$ cat src/rtl/cmp_pkg.sv
// Shared definitions for the iterative operand comparator: mode codes,
// FSM states and the mode-dependent decode helpers.
package cmp_pkg;

    typedef enum logic [3:0] {
        MODE_EQ  = 4'd0,
        MODE_NE  = 4'd1,
        MODE_LTS = 4'd2,
        MODE_LTU = 4'd3,
        MODE_GES = 4'd4,
        MODE_GEU = 4'd5,
        MODE_LEZ = 4'd6,
        MODE_GTZ = 4'd7,
        MODE_LTZ = 4'd8,
        MODE_GEZ = 4'd9
    } cmp_mode_e;

    typedef enum logic {
        ST_IDLE = 1'b0,
        ST_RUN  = 1'b1
    } cmp_state_e;

    function automatic logic is_zero_mode(input logic [3:0] m);
        case (m)
            MODE_LEZ, MODE_GTZ, MODE_LTZ, MODE_GEZ: is_zero_mode = 1'b1;
            default:                                is_zero_mode = 1'b0;
        endcase
    endfunction

    // Zero modes always compare signed.
    function automatic logic is_signed(input logic [3:0] m);
        case (m)
            MODE_LTS, MODE_GES, MODE_LEZ, MODE_GTZ, MODE_LTZ, MODE_GEZ: is_signed = 1'b1;
            default:                                                    is_signed = 1'b0;
        endcase
    endfunction

    function automatic logic decode_result(input logic [3:0] m, input logic eq, input logic lt);
        case (m)
            MODE_EQ:                      decode_result = eq;
            MODE_NE:                      decode_result = ~eq;
            MODE_LTS, MODE_LTU, MODE_LTZ: decode_result = lt;
            MODE_GES, MODE_GEU, MODE_GEZ: decode_result = ~lt;
            MODE_LEZ:                     decode_result = lt | eq;
            MODE_GTZ:                     decode_result = ~(lt | eq);
            default:                      decode_result = 1'b0;
        endcase
    endfunction

endpackage

$ cat src/rtl/cmp_chunk.sv
// Combinational unsigned equality / less-than of one operand chunk.
module cmp_chunk #(
    parameter int CHUNK = 8
) (
    input  logic [CHUNK-1:0] x,
    input  logic [CHUNK-1:0] y,
    output logic             eq,
    output logic             lt
);

    assign eq = (x == y);
    assign lt = (x < y);

endmodule

$ cat src/rtl/iter_cmp.sv
// Multi-cycle branch comparator: walks the operands CHUNK bits per cycle
// from the MSB down and stops at the first differing chunk.
module iter_cmp
    import cmp_pkg::*;
#(
    parameter int WIDTH = 32,
    parameter int CHUNK = 8
) (
    input  logic             clk,
    input  logic             reset,
    input  logic             start,
    input  logic             flush,
    input  logic [3:0]       mode,
    input  logic [WIDTH-1:0] a,
    input  logic [WIDTH-1:0] b,
    output logic             busy,
    output logic             done,
    output logic             result,
    output logic             eq,
    output logic             lt
);

    localparam int NCHUNK = WIDTH / CHUNK;
    localparam int IDXW   = (NCHUNK > 1) ? $clog2(NCHUNK) : 1;
    localparam logic [IDXW-1:0]  IDX_LAST  = IDXW'(NCHUNK - 1);
    localparam logic [WIDTH-1:0] SIGN_MASK = {1'b1, {(WIDTH-1){1'b0}}};

    cmp_state_e       state_r, state_s;
    logic [IDXW-1:0]  idx_r, idx_s;
    logic [WIDTH-1:0] a_r, a_s, b_r, b_s;
    logic [3:0]       mode_r, mode_s;
    logic             done_r, done_s, result_r, result_s;
    logic             eq_r, eq_s, lt_r, lt_s;
    logic [WIDTH-1:0] a_t_s, b_t_s;
    logic [CHUNK-1:0] ch_a_s, ch_b_s;
    logic             ch_eq_s, ch_lt_s;

    // Operand transform applied at latch time: zero modes replace B, and
    // flipping the sign bits turns a signed compare into an unsigned one.
    always_comb begin
        a_t_s = a;
        b_t_s = b;
        if (is_zero_mode(mode)) begin
            b_t_s = {WIDTH{1'b0}};
        end else begin
            b_t_s = b;
        end
        if (is_signed(mode)) begin
            a_t_s = a ^ SIGN_MASK;
            b_t_s = b_t_s ^ SIGN_MASK;
        end else begin
            a_t_s = a;
        end
    end

    assign ch_a_s = a_r[idx_r*CHUNK +: CHUNK];
    assign ch_b_s = b_r[idx_r*CHUNK +: CHUNK];

    cmp_chunk #(.CHUNK(CHUNK)) u_chunk (
        .x  (ch_a_s),
        .y  (ch_b_s),
        .eq (ch_eq_s),
        .lt (ch_lt_s)
    );

    // Next-state, counter and output-register logic.
    always_comb begin
        state_s  = state_r;
        idx_s    = idx_r;
        a_s      = a_r;
        b_s      = b_r;
        mode_s   = mode_r;
        done_s   = 1'b0;
        result_s = result_r;
        eq_s     = eq_r;
        lt_s     = lt_r;
        case (state_r)
            ST_IDLE: begin
                if (start && !flush) begin
                    a_s     = a_t_s;
                    b_s     = b_t_s;
                    mode_s  = mode;
                    idx_s   = IDX_LAST;
                    state_s = ST_RUN;
                end else begin
                    state_s = ST_IDLE;
                end
            end
            ST_RUN: begin
                if (flush) begin
                    state_s = ST_IDLE;
                end else if (!ch_eq_s) begin
                    eq_s     = 1'b0;
                    lt_s     = ch_lt_s;
                    result_s = decode_result(mode_r, 1'b0, ch_lt_s);
                    done_s   = 1'b1;
                    state_s  = ST_IDLE;
                end else if (idx_r == {IDXW{1'b0}}) begin
                    eq_s     = 1'b1;
                    lt_s     = 1'b0;
                    result_s = decode_result(mode_r, 1'b1, 1'b0);
                    done_s   = 1'b1;
                    state_s  = ST_IDLE;
                end else begin
                    idx_s = idx_r - {{(IDXW-1){1'b0}}, 1'b1};
                end
            end
            default: begin
                state_s = ST_IDLE;
            end
        endcase
    end

    // State and output registers with synchronous active-low reset.
    always_ff @(posedge clk) begin
        if (!reset) begin
            state_r  <= ST_IDLE;
            idx_r    <= {IDXW{1'b0}};
            a_r      <= {WIDTH{1'b0}};
            b_r      <= {WIDTH{1'b0}};
            mode_r   <= 4'd0;
            done_r   <= 1'b0;
            result_r <= 1'b0;
            eq_r     <= 1'b0;
            lt_r     <= 1'b0;
        end else begin
            state_r  <= state_s;
            idx_r    <= idx_s;
            a_r      <= a_s;
            b_r      <= b_s;
            mode_r   <= mode_s;
            done_r   <= done_s;
            result_r <= result_s;
            eq_r     <= eq_s;
            lt_r     <= lt_s;
        end
    end

    assign busy   = (state_r == ST_RUN);
    assign done   = done_r;
    assign result = result_r;
    assign eq     = eq_r;
    assign lt     = lt_r;

endmodule

$ cat config.mk
export PLATFORM = sky130hd
export DESIGN_NAME = iter_cmp
export DESIGN_NICKNAME = d
export VERILOG_FILES = /design/src/rtl/cmp_pkg.sv /design/src/rtl/cmp_chunk.sv /design/src/rtl/iter_cmp.sv
export SDC_FILE = /design/constraint.sdc
export NUM_CORES = 1
export LEC_CHECK = 0
export BUFFER_PORTS_ARGS = -buffer_cell sky130_fd_sc_hd__buf_2
export CAP_MARGIN = 20
export CORE_MARGIN = 2
export CORE_UTILIZATION = 45
export DETAILED_ROUTE_END_ITERATION = 10
export GPL_TIMING_DRIVEN = 0
export PLACE_DENSITY = 0.76
export SLEW_MARGIN = 40
export SYNTH_ARGS = -nofsm -noshare
export SYNTH_HDL_FRONTEND = slang
export SYNTH_SLANG_ARGS = --single-unit
$ cat constraint.sdc
create_clock -name clk -period 5.58 [get_ports clk]
set_clock_uncertainty 0.05 [all_clocks]
set_input_delay 0.558 -clock clk [delete_from_list [all_inputs] [get_ports clk]]
set_output_delay 0.558 -clock clk [all_outputs]
set_load 0.02 [all_outputs]
==> reports/results.txt, run 1 <==
Pre-CTS setup slack = 2.69 ns
Fin. max-slew vios = 0
Hold_sp = a[16]
Drt initial violations = 139
Drt drc = 0
Post-synthesis cell count = 365
Largest area contributor in the netlist = dfxtp_1
Initial antenna violation count = 0
Die H = 94.0 microns
CP max-delay cell = or4_1
Post-route ant nets = 0
Final worst path period share = 0.518
Top cell type's share of synthesized area = 0.418
CTS root buf = clkbuf_8
CTS tree = done
Fin crit period = 2.89 ns
Startpoint Class = flip-flop
Initial core utilization = 0.469
WL final = 8950 microns
Die ar. = 8830 sq um
Worst Path Arrival = 3.10 ns
CTS max path bufs = 2
Synth Register Bits = 76
Clock Pin Slew Worst Setup and Hold Paths = 0.08 ns
Post-CTS Setup Bufs = 0
Detailed placement HPWL = 6760 microns
IO Port Bufs = 76
Hold Path End = a_r[16]$_SDFFE_PN0P_
Vias in the first global route = 3007
Critical Path RT = 5.79 ns
Area contributors post-synth = dfxtp_1 (42%), a22oi_2 (10%), mux4_2 (9.9%), nand2_1 (7.2%), a21oi_1 (5.2%)
Synth cell count leaders = dfxtp_1 (76), nand2_1 (70), a21oi_1 (38), a22oi_2 (30), nor2_2 (30)
Largest net degree at the start of global routing = 14
Setup ws final = 2.69 ns
H-tree depth = 3
Syn nets = 446
Async SR Flop Fraction = 0
Sequential area share after synthesis = 0.418
R2r startpoint = idx_r[0]$_SDFFE_PN0P_
Worst hold path type = in2reg
GPL Wtd Cong = 0.855
Worst VDD drop = 0.127 mV
First-pass GRT wire length = 14200 microns
Peak per-stage delay on the critical path = 0.52 ns
Post-synth EDFFs = 0
Yosys warning count = 0
Worst-margin pin slew = 0.707 ns
Post-route setup TNS = 0 ns
Crit-path max FO = 10
CP cell instances = buf_2, buf_2, mux4_2, ha_1, nand4_1, or2_1, buf_4, nand4_1, or4_1, o311ai_1
Post-detailed-route via-to-cell ratio = 5.38
Final #Nets = 533
DR pass1 iterations = 4
Per-cell routed wire length = 16.0 microns
Syn avg cell area = 9.98 sq um
Gr ovfl total = 0
Status = completed
Synth cell types = 47
Layout cells sized above 1 = 0.431
Final Setup Violations = 0
Hold Buf Count CTS = 0
WS Path Type = reg2reg
IO Pins = 77
Skew-Pair Late Insertion Delay = 0.34 ns
PwrDens = 297 nW/um^2
RSZ-0062 raised after global routing = false
DR vias = 3008
Num CTS Buffers = 9
Max Cap Violations = 0
Diode count = 0
Main flop type after synthesis = dfxtp_1
Cell with the most instances after synthesis = dfxtp_1
Chip Width = 94.0 microns
Worst hold stages = 3
Final hold vios = 0
R2R setup slack = 2.69 ns
Rows = 32
Leak pwr = 1.70 nW
CTS resizes = 0
Achievable frequency = 0.346 GHz
GR Util All Layers = 0.211
Slew HR = 0.529
Crit. End Element = flip-flop
Std-Cell Core Area = 7770 sq um
Fill cells = 695
RR Endpoint = result$_SDFFE_PN0P_
Synth Cell Area = 3640 sq um
Syn-to-layout area delta = 20.8%
Worst r2r path cells = 10
Clock Sinks = 76
-- cell families (layout without fill, tap and decap cells) --
| logic type | Yosys count | count (layout) | synth area share |
|---|---|---|---|
| compound gates | 93 | 93 | 0.209 |
| buf+inv | 41 | 133 | 0.0601 |
| xor+xnor | 1 | 1 | 0.00241 |
| mux | 19 | 19 | 0.108 |
| simple gates | 125 | 125 | 0.169 |
| flops | 76 | 76 | 0.418 |
| fa+ha+maj | 10 | 10 | 0.0340 |
-- state kept, by name (all words and copies together), names as in the netlist, named ones only --
register  cells
result        1
a_r          32
b_r          32
idx_r         2
lt            1
mode_r        4
busy          1
eq            1
done          1
-- cells in the final DEF, fill, tap and decap left out, types with 3 or more instances in the layout --
cell,instances
buf_2,86
dfxtp_1,76
nand2_1,70
a21oi_1,38
a22oi_2,30
nor2_2,30
mux4_2,16
inv_1,14
clkbuf_8,10
ha_1,9
nor2_1,8
clkbuf_1,7
o21ai_0,7
buf_6,6
nand4_1,3
a211oi_1,3
bufinv_16,3
-- power breakdown --
group / internal, W / switching, W / leakage (nW) / total [W]
Sequential: 0.000568 / 0.0000165 / 0.620 / 0.000584
Clock: 0.000309 / 0.000208 / 0.122 / 0.000517
Combinational: 0.0000912 / 0.000112 / 0.957 / 0.000203
Total: 0.000968 / 0.000337 / 1.70 / 0.00130
-- critical path: cells and delay by family (launching register included) --
| kind | cells | cell delay, ns |
|---|---|---|
| compound gates | 1 | 0.09 |
| flops | 1 | 0.32 |
| mux | 1 | 0.34 |
| simple gates | 4 | 0.88 |
| buf+inv | 3 | 0.78 |
| fa+ha+maj | 1 | 0.34 |
-- layout make-up --
cell class                      instances  area [sq um]  share of cell area
Inverter                               15          56.3              0.0128
Buffer                                 26           163              0.0370
Sequential cell                        76          1520               0.346
Timing Repair Buffer                   76           380              0.0865
Tap cell                              102           128              0.0290
Clock buffer                           10           138              0.0313
Clock inverter                          6           111              0.0253
Multi-Input combinational cell        248          1900               0.432
-- routing by layer --
layer  share of wire  up-vias  routed length [microns]  track usage
li1                -     1459                        -            -
met1            0.43     1458                     3830        0.266
met2            0.50       78                     4460        0.360
met3           0.055       13                      492       0.0409
met4           0.018        0                      158       0.0773
met5               0        -                        0            0
-- worst max-delay path by stage --
| stage | start | to | slack [ns] | cells past startpoint |
|---|---|---|---|---|
| 3_5_place_dp | idx_r[0]$_SDFFE_PN0P_ | result$_SDFFE_PN0P_ | 2.69 | 10 |
| 4_1_cts | idx_r[0]$_SDFFE_PN0P_ | result$_SDFFE_PN0P_ | 2.67 | 10 |
| 5_1_grt | idx_r[0]$_SDFFE_PN0P_ | result$_SDFFE_PN0P_ | 2.50 | 10 |
| 2_1_floorplan | idx_r[0]$_SDFFE_PN0P_ | result$_SDFFE_PN0P_ | 3.00 | 10 |
| 6_report | idx_r[0]$_SDFFE_PN0P_ | result$_SDFFE_PN0P_ | 2.69 | 10 |
| 3_3_place_gp | idx_r[0]$_SDFFE_PN0P_ | result$_SDFFE_PN0P_ | 2.75 | 10 |
-- through the flow --
| step | hold WS, ns | cells | util | instance area [sq um] | total power [W] |
|---|---|---|---|---|---|
| floorplan | 0.383 | 365 | - | 3640 | 0.000730 |
| global placement | 0.392 | 543 | 0.534 | 4150 | 0.000792 |
| detailed placement | 0.400 | 543 | 0.534 | 4150 | 0.000800 |
| CTS | 0.380 | 559 | 0.566 | 4400 | 0.00131 |
| global route | 0.376 | 559 | 0.566 | 4400 | 0.00135 |
| finish | 0.388 | 559 | 0.566 | 4400 | 0.00130 |
Power figures use the tool's default switching activity.
==> run 2: changes to the inputs <==
--- a/config.mk
+++ b/config.mk
@@ -5,13 +5,14 @@
 export SDC_FILE = /design/constraint.sdc
 export NUM_CORES = 1
 export LEC_CHECK = 0
+export ABC_AREA = 1
 export BUFFER_PORTS_ARGS = -buffer_cell sky130_fd_sc_hd__buf_2
 export CAP_MARGIN = 20
 export CORE_MARGIN = 2
 export CORE_UTILIZATION = 45
 export DETAILED_ROUTE_END_ITERATION = 10
 export GPL_TIMING_DRIVEN = 0
-export PLACE_DENSITY = 0.76
+export PLACE_DENSITY = 0.79
 export SLEW_MARGIN = 40
 export SYNTH_ARGS = -nofsm -noshare
 export SYNTH_HDL_FRONTEND = slang
==> constraint.sdc (replaced) <==
create_clock -name clk -period 2.3 [get_ports clk]
set_clock_uncertainty 0.05 [all_clocks]
set_input_delay 0.23 -clock clk [delete_from_list [all_inputs] [get_ports clk]]
set_output_delay 0.23 -clock clk [all_outputs]
set_load 0.02 [all_outputs]
==> reports/results.txt, run 2 <==
Status = completed
Met2 WL = 4430 microns (-0.58%)
Per-cell routed wire length = 13.9 microns (-13%)
Area post-placement = 4070 sq um (-1.8%)
Comb pwr share = 0.182 (+0.026)
Sequential area share after synthesis = 0.426 (+0.00835)
CTS max path bufs = 2 (unchanged)
Placed cells = 683 (+26%)
Gr ovfl total = 0 (unchanged)
Startpoint Class = flip-flop
Die H = 93.1 microns (-0.94%)
Syn nets = 587 (+32%)
PwrDens = 749 nW/um^2 (+150%)
IO Pins = 77 (unchanged)
Drt drc = 0 (unchanged)
Leak pwr = 2.03 nW (+19%)
CTS root buf = clkbuf_8
Skew-Pair Late Insertion Delay = 0.37 ns (+0.03 ns)
Chip Width = 93.1 microns (-0.94%)
Final hold vios = 0 (unchanged)
Die ar. = 8660 sq um (-1.9%)
Critical Path RT = 2.49 ns (-3.30 ns)
Main flop type after synthesis = dfxtp_1
Worst VDD drop = 0.372 mV (+190%)
Hold slack = 0.0487 ns (-0.339 ns)
Cell-internal power = 0.00236 W (+140%)
Worst hold path type = in2reg
Worst Path Arrival = 2.38 ns (-0.72 ns)
WL final = 9710 microns (+8.5%)
Drt initial violations = 186 (+34%)
Worst-margin pin slew = 0.503 ns (-0.204 ns)
Diode count = 0 (unchanged)
Synth Register Bits = 76 (unchanged)
Post-detailed-route via-to-cell ratio = 5.23 (-2.8%)
DR vias = 3655 (+22%)
Clock Pin Slew Worst Setup and Hold Paths = 0.09 ns (about the same)
Slew HR = 0.665 (+0.136)
Final worst path period share = 0.952 (+0.435)
Rows = 32 (unchanged)
Synth Cell Area = 3570 sq um (-2.0%)
Most common cell after layout, fill and taps aside = nand2_1
Cell with the most instances after synthesis = nand2_1
First-pass GRT wire length = 16000 microns (+13%)
H-tree depth = 3 (unchanged)
Final Instance Area = 4400 sq um (+0.14%)
Tot Pwr = 0.00330 W (+150%)
Syn-to-layout area delta = 23.4%
Clock Sinks = 76 (unchanged)
Crit. End Element = flip-flop
IO Port Bufs = 75 (-1.3%)
Setup ws final = 0.109 ns (-2.58 ns)
Fin crit period = 2.19 ns (-0.698 ns)
Routed met3 length = 606 microns (+23%)
Clock share of power = 0.380 (-0.016)
Sequential Power Share = 0.438 (-0.010)
WS Path Type = reg2reg
Post-synth EDFFs = 0 (unchanged)
DR pass1 iterations = 5 (+1)
Syn avg cell area = 7.05 sq um (-29%)
Initial core utilization = 0.464 (-0.00439)
Non-filler instance count after layout = 699 (+25%)
Largest net degree at the start of global routing = 15 (+1)
Sw Ratio = 0.284 (+0.0263)
Synth cell count leaders = nand2_1 (151), a21oi_1 (77), dfxtp_1 (76), o21ai_0 (58), nor2_1 (35)
Layout cells sized above 1 = 0.226 (-0.205)
Sw power = 0.000938 W (+180%)
Vias in the first global route = 3417 (+14%)
Max Cap Violations = 0 (unchanged)
Fin. max-slew vios = 0 (unchanged)
Top flop regs = a_r x32, b_r x32, mode_r x4
M1 wire length = 4440 microns (+16%)
Final Setup Violations = 0 (unchanged)
Largest area contributor in the netlist = dfxtp_1
Top cell type's share of synthesized area = 0.426 (+0.00835)
Fill cells = 747 (+7.5%)
Post-synthesis cell count = 506 (+39%)
Num CTS Buffers = 9 (unchanged)
Most frequent cells in the layout = nand2_1 (150), buf_2 (88), a21oi_1 (77)
Async SR Flop Fraction = 0 (unchanged)
Hold Buf Count CTS = 0 (unchanged)
Post-route ant nets = 0 (unchanged)
Area contributors post-synth = dfxtp_1 (43%), nand2_1 (16%), a21oi_1 (11%), o21ai_0 (8.1%), nor2_1 (3.7%)
Initial antenna violation count = 0 (unchanged)
GR Util All Layers = 0.236 (+0.0247)
Crit-path max FO = 10 (unchanged)
CTS tree = done
Achievable frequency = 0.456 GHz (+32%)
GPL Wtd Cong = 0.882 (+3.2%)
Detailed placement HPWL = 7090 microns (+4.9%)
Final #Nets = 673 (+26%)
Post-CTS Setup Bufs = 0 (unchanged)
Top Metal Used = met4
Std-Cell Core Area = 7690 sq um (-1.0%)
Synth cell types = 26 (-45%)
Yosys warning count = 0 (unchanged)
Pre-CTS setup slack = -0.235 ns (-2.92 ns)
run 2: final timing paths:
kind / from / end / slack (ns) / depth (start not counted)
setup / recovery: idx_r[0]$_SDFFE_PN0P_ / lt$_SDFFE_PN0P_ / 0.11 / 12
hold / removal: a[10] / a_r[10]$_SDFFE_PN0P_ / 0.05 / 3
setup reg to reg: idx_r[0]$_SDFFE_PN0P_ / lt$_SDFFE_PN0P_ / 0.11 / 12
hold reg to reg: eq$_SDFFE_PN0P_ / eq$_SDFFE_PN0P_ / 0.39 / 2
run 2: layer usage:
layer	up-vias	global-route usage
met5	-	0
met4	0	0.0833
met3	18	0.0443
met2	117	0.380
met1	1665	0.317
li1	1855	-
run 2: worst max-delay path, stage by stage (launching register included):
cell and delay, ns:
dfxtp_1 0.33, buf_4 0.18, buf_4 0.19, nand2_1 0.06, a32o_1 0.28, ha_1 0.30, nand2_1 0.09, nor2_4 0.16
nand3_4 0.12, nand4_1 0.12, nor2_1 0.05, nor2_1 0.08, nor2_1 0.04
run 2: cells by family (layout without fill, tap and decap cells):
family / Yosys count / after routing / synth area share
DFF: 76 / 76 / 0.426
adders and majority gates: 9 / 9 / 0.0315
and+or+nand+nor: 201 / 201 / 0.224
xor gates and xnor gates: 1 / 1 / 0.00245
AOI/OAI and AO/OA: 155 / 155 / 0.234
buffers and inverters: 64 / 155 / 0.0824
run 2: per-stage QoR:
stage          TNS, ns  utilization
6_report             0        0.573
5_1_grt        -0.0774        0.573
3_5_place_dp     -1.24        0.530
2_1_floorplan        0            -
3_3_place_gp     -1.10        0.530
4_1_cts              0        0.565
run 2: repair_timing:
item | in CTS | in global routing
pin swaps | 0 | 4
gates resized for setup | 18 | 29
endpoints found under the setup margin | 7 | 6
run 2: power by group through the flow:
stage	combinational (W)	clock (W)	sequential, W
2_1_floorplan	0.000371	0	0.00146
3_3_place_gp	0.000531	0	0.00147
3_5_place_dp	0.000547	0	0.00147
4_1_cts	0.000563	0.00126	0.00144
5_1_grt	0.000682	0.00131	0.00145
6_report	0.000602	0.00125	0.00144
run 2: final cells by class:
| cell class | count | area, sq um | area share |
|---|---|---|---|
| multi-input cells | 366 | 1790 | 0.407 |
| flip-flops and latches | 76 | 1530 | 0.346 |
| repair buffers | 75 | 375 | 0.0852 |
| plain buffers | 35 | 223 | 0.0506 |
| well taps | 102 | 128 | 0.0290 |
| clock buffers | 9 | 124 | 0.0281 |
| clock inverters | 7 | 123 | 0.0278 |
| inverters | 29 | 113 | 0.0256 |
